### src/rtl/f2i_share_ctrl_if.sv
// Request/response and converter-side bundle for the shared float-to-int controller.
// Latency: none, this is wiring only.
// Backpressure: carries per-requester valid/ready for requests and responses.
// Signals: req_valid/req_data/req_ready (operand issue), resp_valid/resp_ready/
// resp_data/resp_err (result return), busy, cvt_a/cvt_rst/cvt_z/cvt_z_stb (converter).
// slave = the controller, master = requesters plus converter.
interface f2i_share_ctrl_if #(
  parameter int NREQ = 2
);
  logic [NREQ-1:0]    req_valid;
  logic [32*NREQ-1:0] req_data;
  logic [NREQ-1:0]    req_ready;
  logic [NREQ-1:0]    resp_valid;
  logic [NREQ-1:0]    resp_ready;
  logic [31:0]        resp_data;
  logic               resp_err;
  logic               busy;
  logic [31:0]        cvt_a;
  logic               cvt_rst;
  logic [31:0]        cvt_z;
  logic               cvt_z_stb;

  modport slave (
    input  req_valid, req_data, resp_ready, cvt_z, cvt_z_stb,
    output req_ready, resp_valid, resp_data, resp_err, busy, cvt_a, cvt_rst
  );

  modport master (
    output req_valid, req_data, resp_ready, cvt_z, cvt_z_stb,
    input  req_ready, resp_valid, resp_data, resp_err, busy, cvt_a, cvt_rst
  );
endinterface

### src/rtl/f2i_share_ctrl.sv
// Shares one float_to_int converter among NREQ requesters with a hang watchdog.
// Latency: grant to resp_valid = 2 + converter latency (TIMEOUT+2 on watchdog expiry).
// Backpressure: one op in flight; req_ready only in IDLE; RESP holds until granted resp_ready.
// Ports: clk, rst (async active-low); bus (slave modport) carries request, response,
// busy and converter signals. Optional macro F2I_SHARE_FIXED_PRIO_EN gives requester 0
// strict priority with round-robin among the rest; undefined means pure round-robin.
module f2i_share_ctrl #(
  parameter int NREQ    = 2,
  parameter int TIMEOUT = 63
) (
  input  logic              clk,
  input  logic              rst,
  f2i_share_ctrl_if.slave   bus
);
  localparam int GW = (NREQ > 1) ? $clog2(NREQ) : 1;
  localparam int WW = $clog2(TIMEOUT);

  typedef enum logic [1:0] {S_IDLE, S_LAUNCH, S_WAIT, S_RESP} state_t;

  state_t          state_q, state_d;
  logic [31:0]     cvt_a_q, cvt_a_d;
  logic            cvt_rst_q, cvt_rst_d;
  logic [31:0]     resp_data_q, resp_data_d;
  logic            resp_err_q, resp_err_d;
  logic [GW-1:0]   gnt_q, gnt_d;
  logic [GW-1:0]   rr_ptr_q, rr_ptr_d;
  logic [WW-1:0]   wdog_q, wdog_d;

  logic            pick_vld;
  logic [GW-1:0]   pick_idx;
  logic [GW-1:0]   next_rr;

  // Arbiter: first valid index scanning upward from rr_ptr, wrapping.
`ifdef F2I_SHARE_FIXED_PRIO_EN
  always_comb begin
    pick_vld = 1'b0;
    pick_idx = '0;
    if (bus.req_valid[0]) begin
      pick_vld = 1'b1;
    end else begin
      for (int k = 0; k < NREQ; k++) begin
        if (!pick_vld && ((int'(rr_ptr_q) + k) % NREQ) != 0 &&
            bus.req_valid[(int'(rr_ptr_q) + k) % NREQ]) begin
          pick_vld = 1'b1;
          pick_idx = GW'((int'(rr_ptr_q) + k) % NREQ);
        end
      end
    end
  end

  // Index 0 never enters the rotation, so wrap to 1.
  assign next_rr = (int'(gnt_q) == NREQ - 1) ? GW'(1) : gnt_q + GW'(1);
`else
  always_comb begin
    pick_vld = 1'b0;
    pick_idx = '0;
    for (int k = 0; k < NREQ; k++) begin
      if (!pick_vld && bus.req_valid[(int'(rr_ptr_q) + k) % NREQ]) begin
        pick_vld = 1'b1;
        pick_idx = GW'((int'(rr_ptr_q) + k) % NREQ);
      end
    end
  end

  assign next_rr = (int'(gnt_q) == NREQ - 1) ? '0 : gnt_q + GW'(1);
`endif

  // State and datapath registers.
  always_ff @(posedge clk or negedge rst) begin
    if (!rst) begin
      state_q     <= S_IDLE;
      cvt_a_q     <= '0;
      cvt_rst_q   <= 1'b1;
      resp_data_q <= '0;
      resp_err_q  <= 1'b0;
      gnt_q       <= '0;
      rr_ptr_q    <= '0;
      wdog_q      <= '0;
    end else begin
      state_q     <= state_d;
      cvt_a_q     <= cvt_a_d;
      cvt_rst_q   <= cvt_rst_d;
      resp_data_q <= resp_data_d;
      resp_err_q  <= resp_err_d;
      gnt_q       <= gnt_d;
      rr_ptr_q    <= rr_ptr_d;
      wdog_q      <= wdog_d;
    end
  end

  // Next-state logic.
  always_comb begin
    state_d     = state_q;
    cvt_a_d     = cvt_a_q;
    cvt_rst_d   = cvt_rst_q;
    resp_data_d = resp_data_q;
    resp_err_d  = resp_err_q;
    gnt_d       = gnt_q;
    rr_ptr_d    = rr_ptr_q;
    wdog_d      = wdog_q;
    case (state_q)
      S_IDLE: begin
        cvt_rst_d = 1'b1;
        if (pick_vld) begin
          cvt_a_d = bus.req_data[32*pick_idx +: 32];
          gnt_d   = pick_idx;
          state_d = S_LAUNCH;
        end
      end
      S_LAUNCH: begin
        // Release the converter; cvt_a stays put until WAIT is left since the
        // converter samples it while unpacking.
        cvt_rst_d = 1'b0;
        wdog_d    = '0;
        state_d   = S_WAIT;
      end
      S_WAIT: begin
        wdog_d = wdog_q + WW'(1);
        // Strobe takes precedence over a coincident watchdog expiry.
        if (bus.cvt_z_stb) begin
          resp_data_d = bus.cvt_z;
          resp_err_d  = 1'b0;
          cvt_rst_d   = 1'b1;
          state_d     = S_RESP;
        end else if (wdog_q == WW'(TIMEOUT - 1)) begin
          resp_data_d = 32'h8000_0000;
          resp_err_d  = 1'b1;
          cvt_rst_d   = 1'b1;
          state_d     = S_RESP;
        end
      end
      S_RESP: begin
        if (bus.resp_ready[gnt_q]) begin
          rr_ptr_d = next_rr;
          state_d  = S_IDLE;
        end
      end
      default: state_d = S_IDLE;
    endcase
  end

  // Outputs.
  always_comb begin
    bus.req_ready  = '0;
    bus.resp_valid = '0;
    if (state_q == S_IDLE && pick_vld) bus.req_ready  = NREQ'(1) << pick_idx;
    if (state_q == S_RESP)             bus.resp_valid = NREQ'(1) << gnt_q;
    bus.busy      = (state_q != S_IDLE);
    bus.cvt_a     = cvt_a_q;
    bus.cvt_rst   = cvt_rst_q;
    bus.resp_data = resp_data_q;
    bus.resp_err  = resp_err_q;
  end
endmodule

### src/flat_wrapper.sv
// flat-port wrapper written by rule: the top's interface ports become plain ports
module f2i_share_ctrl_flat 
#(
  parameter int NREQ    = 2,
  parameter int TIMEOUT = 63
)
  (clk, rst, bus_req_valid, bus_req_data, bus_resp_ready, bus_cvt_z, bus_cvt_z_stb, bus_req_ready, bus_resp_valid, bus_resp_data, bus_resp_err, bus_busy, bus_cvt_a, bus_cvt_rst);
  f2i_share_ctrl_if #(.NREQ(NREQ)) bus_i ();
  input  logic clk;
  input  logic rst;
  input wire logic [$bits(bus_i.req_valid)-1:0] bus_req_valid;
  input wire logic [$bits(bus_i.req_data)-1:0] bus_req_data;
  input wire logic [$bits(bus_i.resp_ready)-1:0] bus_resp_ready;
  input wire logic [$bits(bus_i.cvt_z)-1:0] bus_cvt_z;
  input wire logic [$bits(bus_i.cvt_z_stb)-1:0] bus_cvt_z_stb;
  output wire logic [$bits(bus_i.req_ready)-1:0] bus_req_ready;
  output wire logic [$bits(bus_i.resp_valid)-1:0] bus_resp_valid;
  output wire logic [$bits(bus_i.resp_data)-1:0] bus_resp_data;
  output wire logic [$bits(bus_i.resp_err)-1:0] bus_resp_err;
  output wire logic [$bits(bus_i.busy)-1:0] bus_busy;
  output wire logic [$bits(bus_i.cvt_a)-1:0] bus_cvt_a;
  output wire logic [$bits(bus_i.cvt_rst)-1:0] bus_cvt_rst;
  assign bus_i.req_valid = bus_req_valid;
  assign bus_i.req_data = bus_req_data;
  assign bus_i.resp_ready = bus_resp_ready;
  assign bus_i.cvt_z = bus_cvt_z;
  assign bus_i.cvt_z_stb = bus_cvt_z_stb;
  assign bus_req_ready = bus_i.req_ready;
  assign bus_resp_valid = bus_i.resp_valid;
  assign bus_resp_data = bus_i.resp_data;
  assign bus_resp_err = bus_i.resp_err;
  assign bus_busy = bus_i.busy;
  assign bus_cvt_a = bus_i.cvt_a;
  assign bus_cvt_rst = bus_i.cvt_rst;
  f2i_share_ctrl #(.NREQ(NREQ), .TIMEOUT(TIMEOUT)) u_core (.clk(clk), .rst(rst), .bus(bus_i));
endmodule
### config.mk
export PLATFORM = sky130hd
export DESIGN_NAME = f2i_share_ctrl_flat
export DESIGN_NICKNAME = d
export VERILOG_FILES = /design/src/rtl/f2i_share_ctrl_if.sv /design/src/rtl/f2i_share_ctrl.sv /design/src/flat_wrapper.sv
export SDC_FILE = /design/constraint.sdc
export NUM_CORES = 1
export LEC_CHECK = 0
export BUFFER_PORTS_ARGS = -buffer_cell sky130_fd_sc_hd__buf_2
export CAP_MARGIN = 20
export CELL_PAD_IN_SITES_DETAIL_PLACEMENT = 2
export CELL_PAD_IN_SITES_GLOBAL_PLACEMENT = 2
export CORE_MARGIN = 4
export CORE_UTILIZATION = 25
export CTS_CLUSTER_DIAMETER = 150
export DETAILED_ROUTE_END_ITERATION = 12
export GPL_TIMING_DRIVEN = 1
export PLACE_DENSITY_LB_ADDON = 0.1
export SLEW_MARGIN = 10
export SYNTH_ARGS = -nofsm -noshare
export SYNTH_HDL_FRONTEND = slang
export SYNTH_SLANG_ARGS = --single-unit
### constraint.sdc
create_clock -name clk -period 2.3 [get_ports clk]
set_input_delay 0.115 -clock clk [delete_from_list [all_inputs] [get_ports clk]]
set_output_delay 0.115 -clock clk [all_outputs]
set_load 0.005 [all_outputs]
# Word-level counts from Yosys, hierarchy flattened
# Index checks and enable logic that the tools add are counted.
[op_classes] shift=3 reduce_logical=13 eq_ne=7 magnitude_cmp=3 add_sub_neg=3 n_mux=26 bitwise_logic=1
[ops] cell="two-way mux 32 bit" n=2
[ops] cell="variable part select 64 x 7 -> 32 bit" n=1
[ops] cell="two-way mux 1 bit" n=15
[ops] cell="two-way mux 2 bit" n=6
[ops] cell="one-hot mux 6 bit (2 select lines)" n=1
[ops] cell="one-hot mux 2 bit (4 select lines)" n=1
[ops] cell="AND reduction 2 bit" n=4
[ops] cell="adder 6 x 1 -> 6 bit (second input constant)" n=1
[ops] cell="== test 6 bit (second input constant)" n=1
[ops] cell="nonzero test 2 bit" n=3
[ops] cell="== test 2 bit (second input constant)" n=2
[ops] cell="< comparator 1 x 2 -> 1 bit (second input constant)" n=2
[ops] cell="!= test 2 x 1 -> 1 bit (second input constant)" n=2
[ops] cell="<< shifter 1 x 1 -> 2 bit (first input constant)" n=2
[ops] cell="< comparator 2 x 3 -> 1 bit (second input constant)" n=1
[ops] cell="!= test 3 x 2 -> 1 bit (second input constant)" n=1
[ops] cell="one-hot mux 1 bit (3 select lines)" n=1
[ops] cell="AND reduction 3 bit" n=1
[ops] cell="nonzero test 3 bit" n=1
[ops] cell="adder 1 bit (second input constant)" n=2
[ops] cell="== test 2 x 1 -> 1 bit (second input constant)" n=1
[ops] cell="logical AND 1 bit" n=2
[ops] cell="zero test 2 bit" n=1
[ops] cell="AND 1 bit (first input constant)" n=1
[ops] cell="zero test 1 bit" n=1
[word_totals] reg_bits=76 inputBits=103

# Longest topological paths before layout
# Gate-level depths: netlist (run 1).
[depth] word_depth=9 ltp_mapped=8 mapped_depth_nobuf=6

# Least setup slack after synthesis (run 1)
# No wires, ideal clock.
[synth_timing] path_kind="reg-to-reg" from="reg u_core.state_q[0]" to="reg u_core.state_q[1]" required_ns=2.175 stages_incl_launch_ff=6 arrival_ns=1.510 setup_ns=0.125 slack_ns=0.665 cell_sequence="dfrtp_1 -> inv_1 -> ha_1 -> a22oi_1 -> a21boi_0 -> mux2_2"
[synth_between] elab_chain_len=3
[synth_rtl] element="from (decl)" line="f2i_share_ctrl.sv:20" text="state_t state_q, state_d;"
[synth_rtl] element="from (signal assigned)" line="f2i_share_ctrl.sv:80" text="state_q <= state_d;"
[synth_rtl] element="== test 2 bit or zero test 2 bit (tied branches)" line="f2i_share_ctrl.sv:101" text="case (state_q)"
[synth_rtl] element="!= test 3 x 2 -> 1 bit (no line) or != test 2 x 1 -> 1 bit (tied branches)"
[synth_rtl] element="AND reduction 3 bit (no line)"
# Parallel ways exist; a longest one is shown, timed or not.
# A chain may end at the register's enable or synchronous reset.

# Worst setup path after layout (run 1)
[layout_timing] from="reg u_core.state_q[1]" to="out bus_req_ready[1]"
[layout_between] elab_chain_len=3
[layout_rtl] element="zero test 2 bit" line="f2i_share_ctrl.sv:146" text="if (state_q == S_IDLE && pick_vld) bus.req_ready = NREQ'(1) << pick_idx;"
[layout_rtl] element="logical AND 1 bit" line="f2i_share_ctrl.sv:146"
[layout_rtl] element="two-way mux 2 bit" line="f2i_share_ctrl.sv:146"
[layout_rtl] element="to (decl)" line="flat_wrapper.sv:16" text="output wire logic [$bits(bus_i.req_ready)-1:0] bus_req_ready;"
# No other way between the ends.

==> flow_metrics.env, run 1 <==
export IMPL_timing_fmax_ghz=0.481
export IMPL_syn_nets=368
export IMPL_grt_use_total_pct=16.6
export IMPL_ios=174
export IMPL_num_vias=3142
export IMPL_synthSimpleGateAreaFrac_pct=4.21
export IMPL_end_kind="primary output"
export IMPL_routedWlPerCell_um=17.9
export IMPL_final_cell_mix="172 x buf_2, 75 x dfrtp_1, 66 x dlygate4sd3_1"
export IMPL_gp_congestion=0.744
export IMPL_setup_ws_ns=0.221
export IMPL_dr_pass1_iters=7
export IMPL_synth_adder_area_share_pct=3.15
export IMPL_async_flop_share_pct=100
export IMPL_final_common_cell="buf_2"
export IMPL_vias_per_cell=4.70
export IMPL_design_core_area_um2=12200
export IMPL_p_int_uw=4100
export IMPL_yosysWarnings=0
export IMPL_yosys_cell_types_count=35
export IMPL_drtIter0Drc=259
export IMPL_arrival_ns=1.96
export IMPL_setup_viol=0
export IMPL_criticalPathCategory="register to primary output"
export IMPL_synth_edf_count=0
export IMPL_ys_ff_latch=76
export IMPL_synth_top_family_by_area="compound AO/OA/AOI/OAI gates"
export IMPL_path_clk_slew_ns=0.06
export IMPL_nFillCells=1314
export IMPL_critPathMaxFanout=34
export IMPL_p_sw_share_pct=34.3
export IMPL_dieArea_um2=14600
export IMPL_rsz0062_at_grt="false"
export IMPL_antenna_found_initial=1
export IMPL_post_dp_hpwl_um=7680
export IMPL_synth_main_ff_cell="dfrtp_1"
export IMPL_synth_mux_area_fraction_pct=0.983
export IMPL_start_kind="register"
export IMPL_pre_cts_slack_ns=0.445
export IMPL_num_rows=40
export IMPL_clk_insertion_delay_late_ns=0.34
export IMPL_tritoncts="done"
export IMPL_p_per_area_nw_per_um2=1200
export IMPL_period_needed_ns=2.08
export IMPL_max_cap_violations=0
export IMPL_drc=0
export IMPL_ant_nets=0
export IMPL_crit_required_ns=2.18
export IMPL_drive_above_1_share_pct=40.7
export IMPL_hold_violations=0
export IMPL_leakagePower_uw=0.00277
export IMPL_fin_worst_skew_ns=0.00588
export IMPL_synthXorXnorAreaFrac_pct=0.275
export IMPL_slew_headroom_pct=53.5
export IMPL_fp_dieH_um=121
export IMPL_root_buffer="clkbuf_16"
export IMPL_ys_seq_area_share_pct=59.8
export IMPL_hold_path_class="input port to register"
export IMPL_start_util_pct=26.0
export IMPL_area_growth_pct=64.0
export IMPL_tightest_slew_ns=0.698
export IMPL_grt_pass1_vias=3530
export IMPL_synth_compound_area_share_pct=23.1
export IMPL_io_buffers=173
export IMPL_die_w_um=121
export IMPL_drv_slew=0
export IMPL_period_share_pct=90.4
export IMPL_layout_nets=605
export IMPL_clk_path_buf_depth=2
export IMPL_power_switching_uw=2140
export IMPL_cts_buffers=9
export IMPL_status="completed"
export IMPL_pwr_share_seq_pct=36.4
export IMPL_postSynthAreaPerCell_um2=12.4
export IMPL_reg2reg_slack_ns=0.42
export IMPL_whs_ns=0.00907
export IMPL_grt_max_degree=45
export IMPL_p_comb_share_pct=38.8
export IMPL_cts_sinks=76
export IMPL_synthCells=257
export IMPL_synth_area_um2=3180
export IMPL_tns_ns=0
export IMPL_cts_max_level=3
export IMPL_p_clk_share_pct=24.8
export IMPL_grt_first_pass_wirelength_um=18900
export IMPL_wl_um=11900
export IMPL_grt_ovfl_total=0
export IMPL_irDropWorstVdd_mv=0.452
-- area by class of cell --
cell class,instances,area [um^2],share of cell area [%]
flip-flops and latches,76,1900,36.5
repair buffers,245,1600,30.7
multi-input cells,121,1020,19.6
clock buffers,9,225,4.32
well taps,168,210,4.03
inverters,41,154,2.95
clock inverters,7,100,1.92
diodes,1,2.50,0.0480
-- cell families (layout without fill, tap and decap cells) --
logic type | after synthesis | after routing
adder cells (fa/ha/maj) | 8 | 8
flip-flops | 76 | 76
XOR/XNOR | 1 | 1
AND/OR/NAND/NOR | 23 | 23
AO/OA/AOI/OAI | 86 | 86
multiplexers | 3 | 3
buffers and inverters | 60 | 302
other | 0 | 1
-- per-layer routing --
| layer | vias up | share of wire [%] | track usage (%) |
|---|---|---|---|
| li1 | 1438 | - | - |
| met1 | 1566 | 41 | 19.3 |
| met2 | 113 | 50 | 28.1 |
| met3 | 25 | 5.8 | 4.26 |
| met4 | 0 | 3.3 | 8.57 |
| met5 | - | 0 | 0 |
-- critical path: stages, from the launching register on --
cell and delay (ns):
dfrtp_1 0.43, inv_1 0.13, ha_1 0.27, nand2_1 0.10, a21oi_2 0.11, buf_4 0.39, buf_2 0.20
-- metrics by stage --
step	cells	instance area (um^2)	power (uW)	utilization [%]
after floorplan	257	3180	3540	-
after global placement	585	4230	4560	34.6
after detailed placement	585	4230	4630	34.6
after CTS	667	5210	6350	42.7
after global routing	668	5220	6740	42.7
final	668	5220	6240	42.7
-- timing repair --
action                     4_1_cts  5_1_grt
hold buffers                    66        0
gates resized for setup          0        0
setup endpoints to repair        0        0
buffers inserted                 0        0
hold endpoints to repair        82        0
-- registers in the layout, summed over array words and instances (netlist names) --
name and cells:
u_core.bus.cvt_rst 1, u_core.gnt_q 1, u_core.bus.resp_err 1, u_core.bus.resp_data 32, u_core.bus.cvt_a 32, u_core.wdog_q 6, u_core.rr_ptr_q 1, u_core.state_q 2
-- final timing paths --
check | depth (start not counted) | startpoint | to
max | 6 | u_core.state_q[1] | bus_req_ready[1]
min | 3 | bus_req_data[53] | u_core.bus.cvt_a[21]
max reg2reg | 6 | u_core.state_q[1] | u_core.bus.cvt_a[18]
min reg2reg | 2 | u_core.bus.cvt_rst | u_core.bus.cvt_rst
max in group asynchronous | 3 | rst | u_core.bus.cvt_a[7]
min in group asynchronous | 2 | rst | u_core.bus.resp_data[9]
-- cells in the mapped netlist, types with 4 or more instances --
library cell / number / share of area, %
a222oi_1: 32 / 10
ha_1: 8 / 3.1
inv_1: 41 / 4.8
clkbuf_1: 4 / 0.47
buf_2: 10 / 1.6
o21ai_0: 8 / 1.3
buf_6: 4 / 1.4
dfrtp_1: 75 / 59
nand2_1: 6 / 0.71
a21oi_1: 6 / 0.94
a22o_1: 31 / 8.5
-- power groups by stage --
stage / registers [uW] / logic [uW] / clock network [uW]
6_report: 2270 / 2420 / 1550
5_1_grt: 2370 / 2710 / 1670
4_1_cts: 2270 / 2470 / 1610
3_5_place_dp: 2280 / 2350 / 0
3_3_place_gp: 2250 / 2300 / 0
2_1_floorplan: 2310 / 1230 / 0
Power figures use the tool's default switching activity.
==> run 2: changes to the inputs <==
--- a/constraint.sdc
+++ b/constraint.sdc
@@ -3,2 +3,2 @@
 set_output_delay 0.115 -clock clk [all_outputs]
-set_load 0.005 [all_outputs]
+set_load 0.05 [all_outputs]
==> run 2 against run 1 <==
  * Register-to-register slack lost 0.24 ns
  * Utilization shrank 1.3 points
  * Final area shrank 2.9%
  * First-iteration DRC count shrank 7.3%
  * Clock-buffer cell count grew 3
  * Via count shrank 3.2%
  * Cell count shrank 2.8%
  * Non-clock buffer count shrank 19
  * Fmax shrank 1.9%
  * Critical path depth grew 2
  * Routed wire length shrank 3.9%
  * Critical path type is now register to register
==> flow_metrics.env, run 2 (synthesized netlist as in run 1, its figures left out) <==
export IMPL_cts_buffers=9
export IMPL_critPathMaxFanout=33
export IMPL_clk_insertion_delay_late_ns=0.34
export IMPL_dr_pass1_iters=7
export IMPL_design_core_area_um2=12200
export IMPL_drtIter0Drc=240
export IMPL_grt_ovfl_total=0
export IMPL_cts_sinks=76
export IMPL_grt_use_total_pct=16.1
export IMPL_ant_nets=0
export IMPL_antenna_found_initial=1
export IMPL_path_clk_slew_ns=0.06
export IMPL_layout_nets=586
export IMPL_timing_fmax_ghz=0.472
export IMPL_period_share_pct=92.2
export IMPL_grt_max_degree=45
export IMPL_fp_dieH_um=121
export IMPL_dieArea_um2=14600
export IMPL_clk_path_buf_depth=2
export IMPL_slew_headroom_pct=69.1
export IMPL_gp_congestion=0.727
export IMPL_tightest_slew_ns=0.463
export IMPL_tns_ns=0
export IMPL_num_vias=3041
export IMPL_tritoncts="done"
export IMPL_drive_above_1_share_pct=42.9
export IMPL_irDropWorstVdd_mv=0.572
export IMPL_root_buffer="clkbuf_16"
export IMPL_period_needed_ns=2.12
export IMPL_io_buffers=173
export IMPL_num_rows=40
export IMPL_finalPower_uw=8280
export IMPL_arrival_ns=2.35
export IMPL_end_kind="register"
export IMPL_drv_slew=0
export IMPL_final_cell_mix="172 x buf_2, 74 x dfrtp_1, 46 x dlygate4sd3_1"
export IMPL_routedWlPerCell_um=17.7
export IMPL_crit_required_ns=2.53
export IMPL_vias_per_cell=4.69
export IMPL_start_util_pct=26.0
export IMPL_fin_worst_skew_ns=0.00701
export IMPL_leakagePower_uw=0.00272
export IMPL_rsz0062_at_grt="false"
export IMPL_grt_first_pass_wirelength_um=18400
export IMPL_area_growth_pct=59.2
export IMPL_criticalPathCategory="register to register"
export IMPL_start_kind="register"
export IMPL_max_cap_violations=0
export IMPL_status="completed"
export IMPL_cts_max_level=3
export IMPL_grt_pass1_vias=3485
export IMPL_pre_cts_slack_ns=0.418
export IMPL_die_w_um=121
export IMPL_ios=174
export IMPL_final_common_cell="buf_2"
export IMPL_whs_ns=0.00579
export IMPL_hold_violations=0
export IMPL_wl_um=11500
export IMPL_post_dp_hpwl_um=7790
export IMPL_setup_viol=0
export IMPL_p_per_area_nw_per_um2=1640
export IMPL_setup_ws_ns=0.179
export IMPL_drc=0
export IMPL_hold_path_class="input port to register"
-- run 2: through the flow --
| step | area (um^2) | util, % | instances |
|---|---|---|---|
| 6_report | 5060 | 41.5 | 649 |
| 5_1_grt | 5060 | 41.5 | 649 |
| 4_1_cts | 5050 | 41.3 | 647 |
| 3_5_place_dp | 4250 | 34.8 | 585 |
| 3_3_place_gp | 4250 | 34.8 | 585 |
| 2_1_floorplan | 3180 | - | 257 |
-- run 2: report_power, final --
| group | switching, uW | internal [uW] | total [uW] |
|---|---|---|---|
| clock | 548 | 1040 | 1580 |
| sequential | 344 | 1940 | 2280 |
| combinational | 3160 | 1260 | 4410 |
| total | 4050 | 4230 | 8280 |
-- run 2: worst paths after layout --
check | from | end | slack (ns) | cells past startpoint
max reg2reg | u_core.state_q[0] | u_core.bus.cvt_a[25] | 0.18 | 8
min in group asynchronous | rst | u_core.bus.resp_data[9] | 0.27 | 2
min | bus_req_data[55] | u_core.bus.cvt_a[23] | 0.006 | 3
max | u_core.state_q[0] | u_core.bus.cvt_a[25] | 0.18 | 8
max in group asynchronous | rst | u_core.bus.cvt_a[12] | 1.42 | 3
min reg2reg | u_core.bus.cvt_rst | u_core.bus.cvt_rst | 0.48 | 2
-- run 2: routing by layer --
metal,GRT usage [%],share of wire [%]
met1,18.7,40
met2,27.9,50
met3,3.93,6.6
met4,7.51,2.7
met5,0,0
-- run 2: layout make-up --
| cell class | count | area, um^2 |
|---|---|---|
| Inverter | 41 | 154 |
| Tap cell | 168 | 210 |
| Timing Repair Buffer | 226 | 1430 |
| Fill cell | 1341 | 7150 |
| Clock buffer | 12 | 267 |
| Antenna cell | 1 | 2.50 |
| Sequential cell | 76 | 1900 |
| Clock inverter | 4 | 70.1 |
| Multi-Input combinational cell | 121 | 1020 |
-- run 2: timing repair --
| item | CTS | global route |
|---|---|---|
| gates resized for setup | 0 | 2 |
| hold buffers | 46 | 0 |
| endpoints found under the hold margin | 75 | 0 |
| setup buffers | 0 | 1 |
| endpoints found under the setup margin | 0 | 1 |
-- run 2: worst max-delay path: stages (launching register included) --
cell and delay, ns:
dfrtp_2 0.41, inv_1 0.09, ha_2 0.23, nand2_1 0.08
a21oi_2 0.05, buf_12 0.16, a222oi_1 0.33, dlygate4sd3_1 0.59
inv_1 0.04
